## src/rtl/clkdiv_pkg.sv

```systemverilog
// Purpose: shared state encoding and constants for the clock divider controller.
// Latency: none (declarations only).
// Backpressure: none (declarations only).
package clkdiv_pkg;

    // Default width of the divide counter and of the configuration word.
    localparam int DEF_CNT_W = 16;

    // Smallest usable divide count; 0 and 1 both mean "tick every cycle".
    localparam int MIN_DIV = 1;

    // Controller states: PEND is RUN with a new divide count waiting for
    // the current period to finish.
    typedef enum logic [1:0] {
        IDLE = 2'd0,
        RUN  = 2'd1,
        PEND = 2'd2
    } state_t;

endpackage

```

## src/rtl/clock_divide_core.sv

```systemverilog
// Purpose: divide counter, terminal-count compare and clk_div toggle, driven by the FSM.
// Latency: tick is decoded from registers in the cycle cnt==div_r-1; clk_div flips on the following edge.
// Backpressure: none; en/clr/load are obeyed every cycle (clr beats load's counter effects).
module clock_divide_core
    import clkdiv_pkg::*;
#(
    parameter int DIVCOUNT = 25,
    parameter int CNT_W    = DEF_CNT_W
) (
    input  logic             clk,
    input  logic             rst,
    input  logic             en,
    input  logic             clr,
    input  logic             load,
    input  logic [CNT_W-1:0] load_val,
    output logic             tick,
    output logic             clk_div
);

    localparam logic [CNT_W-1:0] MIN_VAL = CNT_W'(MIN_DIV);
    localparam logic [CNT_W-1:0] RST_DIV = (DIVCOUNT < MIN_DIV) ? MIN_VAL : CNT_W'(DIVCOUNT);

    logic [CNT_W-1:0] cnt;
    logic [CNT_W-1:0] div_r;
    logic             clk_div_r;

    // Terminal count: only meaningful while the FSM says we are running.
    assign tick    = en && (cnt == (div_r - MIN_VAL));
    assign clk_div = clk_div_r;

    // Counter and square-wave register: wrap on terminal count, clear on abort.
    always_ff @(posedge clk) begin
        if (rst) begin
            cnt       <= '0;
            clk_div_r <= 1'b0;
        end else if (clr) begin
            cnt       <= '0;
            clk_div_r <= 1'b0;
        end else if (en) begin
            if (tick) begin
                cnt       <= '0;
                clk_div_r <= ~clk_div_r;
            end else begin
                cnt <= cnt + MIN_VAL;
            end
        end
    end

    // Divide-count register: loads are clamped so a count of 0 behaves like 1.
    always_ff @(posedge clk) begin
        if (rst) begin
            div_r <= RST_DIV;
        end else if (load) begin
            div_r <= (load_val < MIN_VAL) ? MIN_VAL : load_val;
        end
    end

endmodule

```

## src/rtl/clock_divide_ctrl.sv

```systemverilog
// Purpose: run/stop/reconfigure FSM around a programmable clock divider; optional burst mode under CLOCK_DIVIDE_BURST_EN.
// Latency: first tick div_r cycles after start is sampled; a new count offered while running takes effect after the current period.
// Backpressure: cfg_ready drops while a reload is pending and returns once the pending count is applied.
module clock_divide_ctrl
    import clkdiv_pkg::*;
#(
    parameter int DIVCOUNT = 25,
    parameter int CNT_W    = DEF_CNT_W
) (
    input  logic             clk,
    input  logic             rst,
    input  logic             start,
    input  logic             stop,
    input  logic             cfg_valid,
    input  logic [CNT_W-1:0] cfg_div,
`ifdef CLOCK_DIVIDE_BURST_EN
    input  logic [CNT_W-1:0] burst_len,
`endif
    output logic             cfg_ready,
    output logic             tick,
    output logic             clk_div,
    output logic             busy,
    output logic             done
);

    state_t           state;
    logic [CNT_W-1:0] pend_r;
    logic             xfer;
    logic             last_tick;
    logic             end_run;
    logic             core_clr;
    logic             core_load;
    logic [CNT_W-1:0] core_val;

    assign cfg_ready = (state != PEND);
    assign xfer      = cfg_valid && cfg_ready;

`ifdef CLOCK_DIVIDE_BURST_EN
    logic [CNT_W-1:0] burst_r;
    logic [CNT_W-1:0] tick_cnt;
    logic             done_r;

    // A nonzero burst ends on the tick whose index reaches burst_len.
    assign last_tick = tick && (burst_r != '0) && (tick_cnt == (burst_r - CNT_W'(1)));
    assign done      = done_r;

    // Burst bookkeeping: latch the length at start, count ticks, pulse done after the last one.
    always_ff @(posedge clk) begin
        if (rst) begin
            burst_r  <= '0;
            tick_cnt <= '0;
            done_r   <= 1'b0;
        end else begin
            done_r <= last_tick && !stop;
            if (state == IDLE) begin
                tick_cnt <= '0;
                if (start) begin
                    burst_r <= burst_len;
                end
            end else if (tick) begin
                tick_cnt <= tick_cnt + CNT_W'(1);
            end
        end
    end
`else
    assign last_tick = 1'b0;
    assign done      = 1'b0;
`endif

    // Core controls: stop or burst end clears the counter; loads come from cfg in IDLE or from pend_r at a PEND wrap.
    always_comb begin
        end_run   = (busy && stop) || last_tick;
        core_clr  = end_run;
        core_load = 1'b0;
        core_val  = cfg_div;
        case (state)
            IDLE: core_load = xfer;
            PEND: begin
                core_load = tick && !stop;
                core_val  = pend_r;
            end
            RUN:     core_load = xfer && last_tick && !stop;
            default: core_load = 1'b0;
        endcase
    end

    // Control FSM: stop beats start and beats a pending reload on the terminal-count cycle.
    always_ff @(posedge clk) begin
        if (rst) begin
            state  <= IDLE;
            busy   <= 1'b0;
            pend_r <= '0;
        end else begin
            case (state)
                IDLE: begin
                    if (start) begin
                        state <= RUN;
                        busy  <= 1'b1;
                    end
                end
                RUN: begin
                    if (end_run) begin
                        state  <= IDLE;
                        busy   <= 1'b0;
                        pend_r <= '0;
                    end else if (xfer) begin
                        state  <= PEND;
                        pend_r <= cfg_div;
                    end
                end
                PEND: begin
                    if (end_run) begin
                        state  <= IDLE;
                        busy   <= 1'b0;
                        pend_r <= '0;
                    end else if (tick) begin
                        state <= RUN;
                    end
                end
                default: begin
                    state <= IDLE;
                    busy  <= 1'b0;
                end
            endcase
        end
    end

    clock_divide_core #(
        .DIVCOUNT (DIVCOUNT),
        .CNT_W    (CNT_W)
    ) u_core (
        .clk      (clk),
        .rst      (rst),
        .en       (busy),
        .clr      (core_clr),
        .load     (core_load),
        .load_val (core_val),
        .tick     (tick),
        .clk_div  (clk_div)
    );

endmodule

```

## config.mk

```make
export PLATFORM = sky130hd
export DESIGN_NAME = clock_divide_ctrl
export DESIGN_NICKNAME = d
export VERILOG_FILES = /design/src/rtl/clkdiv_pkg.sv /design/src/rtl/clock_divide_core.sv /design/src/rtl/clock_divide_ctrl.sv
export SDC_FILE = /design/constraint.sdc
export NUM_CORES = 1
export LEC_CHECK = 0
export CAP_MARGIN = 30
export CORE_MARGIN = 4
export CORE_UTILIZATION = 25
export DETAILED_ROUTE_END_ITERATION = 10
export GPL_TIMING_DRIVEN = 0
export SYNTH_ARGS = -nofsm -noshare
export SYNTH_HDL_FRONTEND = slang
export SYNTH_SLANG_ARGS = --single-unit
```

## constraint.sdc

```tcl
create_clock -name clk -period 3.5 [get_ports clk]
set_clock_uncertainty 0.15 [all_clocks]
set_input_delay 0.35 -clock clk [delete_from_list [all_inputs] [get_ports clk]]
set_output_delay 0.35 -clock clk [all_outputs]
set_load 0.01 [all_outputs]
```

==> reports/results.txt, run 1 <==
drt initial violations = 95
final wirelength = 7110 um
min Tclk post-route = 3.34 ns
DP Wirelength = 5570 um
clk slew on worst S/H paths = 0.07 ns
die width = 117 um
GRT Util Overall = 10.7%
CP arrival = 2.84 ns
R2R cell count = 11
hold crit path type = input port to flip-flop
initial antenna violation count = 0
most frequent cells in the layout = dfxtp_1 (52), nor2_1 (34), nand2_1 (32), clkdlybuf4s50_1 (23), xor2_1 (19)
hold_ws = 0.287 ns
YS warnings = 0
Sink Count = 52
Mapped Nets = 367
CP max FO = 10
Fin Setup TNS = 0 ns
drt pass-1 iters = 4
Leak Pwr = 1.25 nW
Die ar. = 0.0137 sq mm
startpoint type of the worst setup path = flip-flop
Slew headroom = 43.4%
Tcrit/Tclk final = 95.6%
number of flops mapped to enable cells by yosys = 0
share of layout cells above drive strength 1 = 11.0%
CP max stage cell = clkdlybuf4s50_1
Seq/Total Area, Yosys = 35.0%
post-synthesis cell area = 0.00297 sq mm
port bufs = 23
CTS max path bufs = 2
actual slew at the worst max-slew pin = 0.842 ns
CP required = 3.00 ns
CP Capture Type = output pin
synthesis-stage register bit count = 52
Setup Crit Path Kind = flip-flop to output pin
Final Hold Viols = 0
row cnt = 39
total CTS buffers = 5
crit path cell chain = buf_6 -> nor3_2 -> and3_1 -> o211ai_1 -> a211o_1 -> nor3_4 -> clkdlybuf4s50_1
fmax = 299 MHz
CTS root buf = clkbuf_16
Most used DFF post-synth = dfxtp_1
synthesized area per cell = 8.74 sq um
first-pass GRT wire length = 11,800 um
Initial Utilization = 25.8%
Yosys cell types = 60
final setup vio count = 0
critical path's top delay family = simple AND/OR/NAND/NOR gates
commonest non-fill, non-tap cell in the layout = dfxtp_1
CTS tree = done
slowest stage delay, CP = 0.57 ns
H-tree depth = 2
area of the multi-input gates = 0.00180 sq mm
Area Overhead vs Synth = 20.4%
area of the core = 0.0115 sq mm
Mapped Cells = 340
GRT Residual Overflow = 0
Post-CTS Hold Buffers = 0
RD Place Congestion = 0.874
DR WL/cell = 13.8 um
Stages on worst setup path = 7
via count = 2,550
vias in the first global route = 2,509
status = finished, final reports clean
Cells on Worst Hold Path = 2
Pins Over Slew Limit = 0
RSZ-0062 raised after global routing = no
Power per Cell Area = 640 mW/mm^2
drt drc = 0
Final nets = 398
total power = 0.00229 W
total of max-cap violations = 0
Via density = 4.95
Filler Cell Count = 1,230
register area = 0.00104 sq mm
largest net degree at the start of global routing = 17
Clock Latency Late Sink = 0.29 ns
Async SR Flop Fraction = 0%
Worst VDD drop = 330 uV
Die Ht = 117 um
worst path bufs/invs = 2
num ports = 26
antenna-violating nets left = 0
placed cell count = 506
# diodes = 0
post-route insts no fill = 515
-- where the power goes --
part | leakage (nW) | total [W] | internal [W] | switching (W)
combinational | 0.750 | 0.000869 | 0.000390 | 0.000479
clock | 0.0815 | 0.000565 | 0.000341 | 0.000224
sequential | 0.424 | 0.000857 | 0.000721 | 0.000136
-- cells in the mapped netlist, drive strengths merged (2+ instances only) --
cell     instances  area share [%]
o211ai           3            0.93
nand3           11             1.9
buf              8             2.1
o22ai            2            0.42
clkbuf          11             1.4
a22o             7             2.1
nor4b            3            0.88
and3             3            0.63
o2111ai          2            0.59
a311oi           2            0.80
mux2i           14             4.7
nor4            11             2.5
nand4           11             2.3
o21ai           15             3.5
dfxtp           52              35
or2              2            0.42
a211o            2            0.59
nor3b            4             1.0
inv             12             1.5
nor3             6             1.6
nand2           32             4.0
or4              2            0.50
nor2            35             4.5
nand4b           5             1.5
ha               6             2.5
a21oi            3            0.50
nor2b            3            0.63
o22a             3             1.0
a31oi            5             1.6
mux2             2            0.76
xnor2           16             4.7
o31ai            3            0.76
or3              5             1.2
xor2            19             5.6
a22oi            9             2.3
-- registers in the layout (all words and copies together) (netlist names) --
name	flops
busy	1
state	2
u_core.div_r	16
u_core.cnt	16
pend_r	16
u_core.clk_div	1
-- layout make-up --
type / instances / share of cell area [%]
repair buffers: 25 / 6.85
well taps: 143 / 5.00
clock inverters: 2 / 1.08
multi-input cells: 257 / 50.3
plain buffers: 18 / 2.83
clock buffers: 6 / 3.60
inverters: 12 / 1.26
flip-flops and latches: 52 / 29.1
-- what timing repair did --
| item | 4_1_cts | 5_1_grt |
|---|---|---|
| pin swaps | 1 | 0 |
| setup endpoints to repair | 1 | 1 |
| cloned | 0 | 0 |
| setup buffers | 1 | 0 |
| gates resized for setup | 1 | 2 |
-- logic make-up (layout without fill, tap and decap cells) --
group / count (synthesis) / after routing / share of synthesized area (%)
AOI/OAI and AO/OA: 64 / 64 / 17.3
xor gates and xnor gates: 35 / 35 / 10.3
adders and majority gates: 6 / 6 / 2.53
buffers and inverters: 31 / 63 / 5.05
DFF: 52 / 52 / 35.0
muxes: 16 / 16 / 5.47
other: 1 / 1 / 0.126
and+or+nand+nor: 135 / 135 / 24.2
-- per-layer routing --
layer / wire length [um] / share of wire [%] / vias up / global-route usage [%]
met2: 3380 / 48 / 49 / 18.1
li1: - / - / 1297 / -
met1: 3260 / 46 / 1185 / 13.2
met3: 209 / 2.9 / 19 / 1.90
met4: 262 / 3.7 / 0 / 5.12
met5: 0 / 0 / - / 0
-- path summary, 6_finish.rpt --
path / start / end / slack [ns]
worst max-delay path: u_core.div_r[2]$_SDFFE_PP0P_ / tick / 0.16
worst min-delay path: rst / u_core.cnt[1]$_SDFFE_PP0P_ / 0.29
worst max register to register: u_core.div_r[2]$_SDFFE_PP0P_ / u_core.cnt[11]$_SDFFE_PP0P_ / 0.61
worst min register to register: u_core.div_r[15]$_SDFFE_PP0P_ / u_core.div_r[15]$_SDFFE_PP0P_ / 0.33
-- stage by stage --
step                      area (sq um)  worst slack [ns]  util, %
final                             3580             0.155     31.1
after global routing              3580           0.00847     31.1
after CTS                         3560            0.0944     30.9
after detailed placement          3380           -0.0217     29.4
after global placement            3380            0.0251     29.4
after floorplan                   2970             0.759        -
No activity file was read; power rests on OpenSTA's default activity.
==> inputs of run 2 (changes only) <==
==> constraint.sdc (replaced) <==
create_clock -name clk -period 3.5 [get_ports clk]
set_clock_uncertainty 0.15 [all_clocks]
set_input_delay 0.35 -clock clk [delete_from_list [all_inputs] [get_ports clk]]
set_output_delay 0.35 -clock clk [all_outputs]
set_load 0.05 [all_outputs]
==> run 2 against run 1 <==
Clock-buffer cell count unchanged. Non-clock buffer count stayed put. Utilization shrank 0.087 points. First-iteration DRC count down 6.3%.
==> reports/results.txt, run 2 (synthesis gave the netlist of run 1 again) <==
status = finished, final reports clean
CP arrival = 2.72 ns (-0.12 ns)
DP Wirelength = 5570 um (unchanged)
fmax = 311 MHz (+3.9%)
initial antenna violation count = 0 (unchanged)
final setup vio count = 0 (unchanged)
largest net degree at the start of global routing = 17 (unchanged)
Power per Cell Area = 645 mW/mm^2 (+0.77%)
CP max stage cell = clkdlybuf4s15_2
Die Ht = 117 um (unchanged)
total CTS buffers = 5 (unchanged)
total power = 0.00230 W (+0.49%)
post-placement setup slack = -0.289 ns (-0.267 ns)
H-tree depth = 2 (unchanged)
CTS tree = done
Area Overhead vs Synth = 20.0%
Clock Latency Late Sink = 0.29 ns (about the same)
CP Capture Type = output pin
Tcrit/Tclk final = 92.0% (-3.6 points)
area of the core = 0.0115 sq mm (unchanged)
die width = 117 um (unchanged)
GRT Residual Overflow = 0 (unchanged)
flop2flop setup slack = 0.57 ns (-0.04 ns)
Filler Cell Count = 1,233 (+0.24%)
antenna-violating nets left = 0 (unchanged)
hold crit path type = input port to flip-flop
CP max FO = 10 (unchanged)
share of layout cells above drive strength 1 = 11.0% (unchanged)
hold_ws = 0.293 ns (+0.00641 ns)
top flop regs = pend_r x16, u_core.cnt x16, u_core.div_r x16
Post-CTS Hold Buffers = 0 (unchanged)
startpoint type of the worst setup path = flip-flop
drt drc = 0 (unchanged)
first-pass GRT wire length = 11,800 um (-0.23%)
crit path cell chain = buf_2 -> inv_1 -> ha_1 -> nor3b_1 -> xnor2_1 -> nand3_1 -> a211o_1 -> nor3_4 -> clkdlybuf4s15_2
commonest non-fill, non-tap cell in the layout = dfxtp_1
drt pass-1 iters = 4 (unchanged)
Final nets = 398 (unchanged)
Leak Pwr = 1.25 nW (-0.17%)
total of max-cap violations = 0 (unchanged)
placed cell areas = 0.00338 sq mm (unchanged)
RD Place Congestion = 0.874 (unchanged)
DR WL/cell = 13.8 um (about the same)
port bufs = 23 (unchanged)
Pins Over Slew Limit = 0 (unchanged)
via count = 2,562 (+0.47%)
CTS max path bufs = 2 (unchanged)
Slew headroom = 42.8% (-0.65 points)
most frequent cells in the layout = dfxtp_1 (52), nor2_1 (34), nand2_1 (32), clkdlybuf4s50_1 (22), xor2_1 (19)
Die ar. = 0.0137 sq mm (unchanged)
RSZ-0062 raised after global routing = no
slowest stage delay, CP = 0.40 ns (-0.17 ns)
Via density = 4.97 (+0.47%)
clk slew on worst S/H paths = 0.07 ns (about the same)
# diodes = 0 (unchanged)
CP required = 3.00 ns (about the same)
drt initial violations = 89 (-6.3%)
num ports = 26 (unchanged)
GRT Util Overall = 10.7% (-0.021 points)
CTS root buf = clkbuf_16
Final Hold Viols = 0 (unchanged)
row cnt = 39 (unchanged)
final wirelength = 7110 um (about the same)
min Tclk post-route = 3.22 ns (-0.126 ns)
placed cell count = 506 (unchanged)
Sink Count = 52 (unchanged)
actual slew at the worst max-slew pin = 0.852 ns (+0.00974 ns)
worst setup margin = 0.281 ns (+0.126 ns)
vias in the first global route = 2,504 (-0.20%)
post-route insts no fill = 515 (unchanged)
Worst VDD drop = 330 uV (about the same)
Initial Utilization = 25.8% (unchanged)
Setup Crit Path Kind = flip-flop to output pin
fin area = 0.00357 sq mm (-0.28%)
[run 2: critical path: cells and delay by family, from the launching register on]
family | cells | cell delay, ns
AO/OA/AOI/OAI | 1 | 0.32
buffers and inverters | 3 | 0.64
adder cells (fa/ha/maj) | 1 | 0.33
XOR/XNOR | 1 | 0.18
flip-flops | 1 | 0.31
AND/OR/NAND/NOR | 3 | 0.66
[run 2: final timing paths]
kind / startpoint / to / cells after the start
setup / recovery: u_core.div_r[0]$_SDFFE_PP1P_ / tick / 9
hold / removal: rst / u_core.cnt[1]$_SDFFE_PP0P_ / 2
setup reg to reg: u_core.div_r[0]$_SDFFE_PP1P_ / u_core.cnt[11]$_SDFFE_PP0P_ / 13
hold reg to reg: u_core.div_r[15]$_SDFFE_PP0P_ / u_core.div_r[15]$_SDFFE_PP0P_ / 2
[run 2: per-stage QoR]
step	utilization [%]	setup TNS [ns]
after global routing	31.0	0
after floorplan	-	0
after global placement	29.4	-0.242
after detailed placement	29.4	-0.289
after CTS	30.9	0
final	31.0	0
[run 2: cell type report]
class                   instances  area [sq um]  share of cell area [%]
clock inverters                 2          38.8                    1.09
repair buffers                 25           246                    6.91
plain buffers                  18           101                    2.84
inverters                      12          45.0                    1.26
multi-input cells             257          1790                    50.1
flip-flops and latches         52          1040                    29.2
clock buffers                   6           129                    3.61
well taps                     143           179                    5.01
[run 2: timing repair]
item                                    CTS  global route
gates resized for setup                   3             1
buffers inserted                          1             0
endpoints found under the setup margin    1             1
pin swaps                                 1             0
[run 2: report_power, final]
| group | leakage, nW | switching (W) | internal, W |
|---|---|---|---|
| logic | 0.748 | 0.000501 | 0.000383 |
| clock network | 0.0815 | 0.000223 | 0.000341 |
| registers | 0.424 | 0.000134 | 0.000721 |
[run 2: layer usage]
metal	global-route usage, %	part of all wire, %
met1	13.2	46
met2	18.1	48
met3	1.90	2.8
met4	5.12	3.3
met5	0	0
==> inputs of run 3 (changes only) <==
--- a/config.mk
+++ b/config.mk
@@ -9,7 +9,6 @@
 export CORE_MARGIN = 4
 export CORE_UTILIZATION = 25
 export DETAILED_ROUTE_END_ITERATION = 10
-export GPL_TIMING_DRIVEN = 0
 export SYNTH_ARGS = -nofsm -noshare
 export SYNTH_HDL_FRONTEND = slang
 export SYNTH_SLANG_ARGS = --single-unit
==> run 3 against run 2 <==
Via count about the same. Register-to-register slack worse by 0.15 ns. Sequential cell count unchanged. Power up 0.77%. Largest power group is now sequential cells.
==> reports/results.txt, run 3 (synthesis gave the netlist of run 1 again) <==
CTS resizes = 0 (-3)
Worst VDD drop = 341 uV (+3.5%)
actual slew at the worst max-slew pin = 0.802 ns (-0.0494 ns)
share of layout cells above drive strength 1 = 10.1% (-0.97 points)
final wirelength = 7170 um (+0.82%)
drt initial violations = 131 (+47%)
Comb pwr share = 37.0% (-1.4 points)
CP max FO = 10 (unchanged)
CP required = 3.00 ns (about the same)
Clock Latency Late Sink = 0.29 ns (about the same)
GRT Util Overall = 10.9% (+0.20 points)
RSZ-0062 raised after global routing = no
H-tree depth = 2 (unchanged)
CTS root buf = clkbuf_16
Area Overhead vs Synth = 18.1%
most frequent cells in the layout = dfxtp_1 (52), nor2_1 (34), nand2_1 (32), clkdlybuf4s50_1 (23), xor2_1 (19)
Int Pwr = 0.00145 W (+0.28%)
Die ar. = 0.0137 sq mm (unchanged)
total of max-cap violations = 0 (unchanged)
GRT Residual Overflow = 0 (unchanged)
Fin Setup TNS = 0 ns (unchanged)
post-CTS setup repair buffer count = 0 (-1)
post-route insts no fill = 501 (-2.7%)
port bufs = 24 (+4.3%)
clock share of power = 25.1% (+0.6 points)
total CTS buffers = 5 (unchanged)
Setup Crit Path Kind = flip-flop to output pin
Filler Cell Count = 1,227 (-0.49%)
Die Ht = 117 um (unchanged)
Initial Utilization = 25.8% (unchanged)
Leak Pwr = 1.23 nW (-2.0%)
drt drc = 0 (unchanged)
startpoint type of the worst setup path = flip-flop
via count = 2,561 (-0.039%)
RD Place Congestion = 0.845 (-3.4%)
DP Wirelength = 5450 um (-2.2%)
hold crit path type = flip-flop to flip-flop
Power per Cell Area = 661 mW/mm^2 (+2.4%)
num ports = 26 (unchanged)
drt pass-1 iters = 4 (unchanged)
placed cell count = 493 (-2.6%)
Slew headroom = 46.3% (+3.5 points)
row cnt = 39 (unchanged)
# diodes = 0 (unchanged)
Final nets = 384 (-3.5%)
die width = 117 um (unchanged)
commonest non-fill, non-tap cell in the layout = dfxtp_1
Sink Count = 52 (unchanged)
Switching Share = 37.5% (+0.30 points)
Via density = 5.11 (+2.8%)
min Tclk post-route = 3.14 ns (-0.0814 ns)
initial antenna violation count = 0 (unchanged)
sequential share of power = 37.9% (+0.8 points)
top flop regs = pend_r x16, u_core.cnt x16, u_core.div_r x16
DR WL/cell = 14.3 um (+3.6%)
Post-CTS Hold Buffers = 0 (unchanged)
Final Hold Viols = 0 (unchanged)
clk slew on worst S/H paths = 0.07 ns (about the same)
antenna-violating nets left = 0 (unchanged)
CP Capture Type = output pin
CP arrival = 2.64 ns (-0.08 ns)
CTS tree = done
CTS max path bufs = 2 (unchanged)
Tcrit/Tclk final = 89.6% (-2.3 points)
vias in the first global route = 2,479 (-1.0%)
fmax = 319 MHz (+2.6%)
first-pass GRT wire length = 11,900 um (+1.3%)
final setup vio count = 0 (unchanged)
area of the core = 0.0115 sq mm (unchanged)
largest net degree at the start of global routing = 22 (+5)
Pins Over Slew Limit = 0 (unchanged)
status = finished, final reports clean
Net Switching = 0.000871 W (+1.6%)
run 3: cell count changes in the layout (fill, tap and decap cells not counted), moves of 2 or more:
cell	previous run	this run
clkbuf_1	10	0
buf_2	2	0
buf_6	3	0
buf_4	3	5
run 3: worst paths after layout:
kind	from	end	slack, ns	cells after the start
setup / recovery	u_core.div_r[0]$_SDFFE_PP1P_	tick	0.36	8
hold / removal	u_core.div_r[15]$_SDFFE_PP0P_	u_core.div_r[15]$_SDFFE_PP0P_	0.33	2
hold reg to reg	u_core.div_r[15]$_SDFFE_PP0P_	u_core.div_r[15]$_SDFFE_PP0P_	0.33	2
setup reg to reg	u_core.div_r[0]$_SDFFE_PP1P_	u_core.cnt[1]$_SDFFE_PP0P_	0.42	9
run 3: layer usage:
| metal | vias to the layer above | routed length, um | track usage [%] |
|---|---|---|---|
| li1 | 1273 | - | - |
| met1 | 1205 | 3340 | 14.3 |
| met2 | 69 | 3380 | 17.6 |
| met3 | 14 | 292 | 2.31 |
| met4 | 0 | 160 | 4.05 |
| met5 | - | 0 | 0 |
run 3: final cells by class:
class                   count  area, sq um  area share [%]
clock buffers               6          139            3.95
clock inverters             2         38.8            1.10
repair buffers             29          288            8.19
flip-flops and latches     52         1040            29.6
well taps                 143          179            5.09
multi-input cells         257         1780            50.7
inverters                  12         45.0            1.28
run 3: power by group through the flow:
stage | Combinational [W] | Clock, W | Sequential (W)
6_report | 0.000858 | 0.000583 | 0.000879
3_5_place_dp | 0.000858 | 0 | 0.000889
3_3_place_gp | 0.000844 | 0 | 0.000883
2_1_floorplan | 0.000666 | 0 | 0.000842
4_1_cts | 0.000863 | 0.000595 | 0.000876
5_1_grt | 0.000946 | 0.000623 | 0.000900
run 3: metrics by stage:
step	utilization [%]	worst slack, ns	cell area [sq um]	hold WS (ns)	total power, W
after floorplan	-	0.455	2970	0.293	0.00151
after global placement	29.0	0.485	3330	0.312	0.00173
after detailed placement	29.0	0.416	3330	0.319	0.00175
after CTS	30.5	0.355	3510	0.336	0.00233
after global routing	30.5	0.0702	3510	0.358	0.00247
final	30.5	0.362	3510	0.329	0.00232
run 3: critical path, stage by stage (launching register included):
cell     delay (ns)
dfxtp_1        0.51
inv_1          0.08
ha_1           0.31
nor4b_1        0.20
a311o_1        0.36
o21ai_0        0.08
nand4_1        0.18
nor3_4         0.43
buf_12         0.19
==> RTL edit: new RTL, config.mk and constraints of run 3 <==
Set the package constant `DEF_CNT_W` to 14 (it was 16).
--- a/src/rtl/clkdiv_pkg.sv
+++ b/src/rtl/clkdiv_pkg.sv
@@ -4,7 +4,7 @@
 package clkdiv_pkg;
 
     // Default width of the divide counter and of the configuration word.
-    localparam int DEF_CNT_W = 16;
+    localparam int DEF_CNT_W = 14;
 
     // Smallest usable divide count; 0 and 1 both mean "tick every cycle".
     localparam int MIN_DIV = 1;
Ports: changed (resized cfg_div); port bits go from 26 to 24. The function was not compared with the original's and may differ.
==> RTL edit against run 3 <==
  * Non-clock buffer count down 2
  * Routed wire length down 5.3%
  * Sequential power down 16%
  * Cell area down 6.8%
  * Sequential cell count down 6
  * Synthesized area down 7.6%
  * Total power down 22%
  * Critical path depth down 1
  * Largest cell class unchanged
  * Worst setup slack worse by 220 ps
  * Highest routed layer unchanged
==> RTL edit: results (changes against run 3) <==
Status
  • Status: finished clean

Power
  • LEAKAGE: 1.16 nW (-5.4%)
  • Clock Power Share: 18.6% (-6.5 points)
  • Sequential share of power: 40.6% (+2.7 points)
  • Worst vdd ir: 0.308 mV (-9.7%)

Hold path
  • Hold path endpoint: pend_r[0]
  • Hold path startpoint: pend_r[0]

Cells and area
  • Footprint of the multi-input gates: 1770 µm² (-0.42%)
  • Comb_multi_in: 252 (-1.9%)
  • Share of cells above drive strength 1: 10.8% (+0.70 points)
  • Layout fillers: 1111 (-9.5%)
  • Buffers excl. clock: 27 (-6.9%)
  • Inverters: 11 (-1)

Clock tree
  • Root buffer selected by CTS: clkbuf_8

Logic synthesis
  • Yosys top cell area share: 33.5% (-1.5 points)
  • Mux share of post-synthesis cell area: 0% (-5.5 points)
  • Post-Synth XOR/XNOR Area: 8.61% (-1.7 points)
  • Top post-synthesis cells by area: dfxtp_1, nor2_1, xor2_1
  • Post-Synth Adder-Cell Area: 2.73% (+0.21 points)

Global routing
  • Total GRT Usage: 10.4% (-0.53 points)
  • First-pass GRT wire length: 11.0 mm (-7.9%)
  • Pin count of the biggest net entering global routing: 18 (-18%)

Placed design
  • Dpl cell area: 3090 µm² (-7.3%)
  • Global placement routability congestion: 0.857 (+1.4%)
  • Port-buffer cells: 22 (-8.3%)

Routing
  • 1st-iter DRT viols: 184 (+40%)
  • Routed length per instance: 14.0 µm (-2.0%)

Worst setup path
  • CP max stage delay: 590 ps (+80 ps)
  • CP Data Arrival Time: 2860 ps (+220 ps)

Floorplanning
  • Row cnt: 38 (-2.6%)
-- RTL edit: cell types whose count changed in the layout (fill, tap and decap cells not counted), sizes merged, moves of 5 or more --
cell	before	now
a31oi	5	0
nand4b	5	0
mux2i	14	0
a22oi	9	3
nor2b	3	15
nand2b	0	5
dfxtp	52	46
nand2	32	18
nor2	35	46
a221o	0	11
-- RTL edit: through the flow --
stage / total power [mW] / hold WS (ps) / cells
final: 1.82 / 327 / 484
after global routing: 1.94 / 380 / 484
after CTS: 1.78 / 330 / 483
after detailed placement: 1.44 / 307 / 475
after global placement: 1.43 / 302 / 475
after floorplan: 1.25 / 293 / 325
-- RTL edit: timing repair --
item	4_1_cts	5_1_grt
endpoints found under the setup margin	0	15
gates resized for setup	0	13
hold endpoints to repair	0	0
-- RTL edit: routing by layer --
metal | vias to the layer above | wire (µm) | track usage (%)
li1 | 1217 | - | -
met1 | 1179 | 3170 | 13.0
met2 | 86 | 3060 | 17.1
met3 | 23 | 286 | 1.87
met4 | 0 | 277 | 5.21
met5 | - | 0 | 0
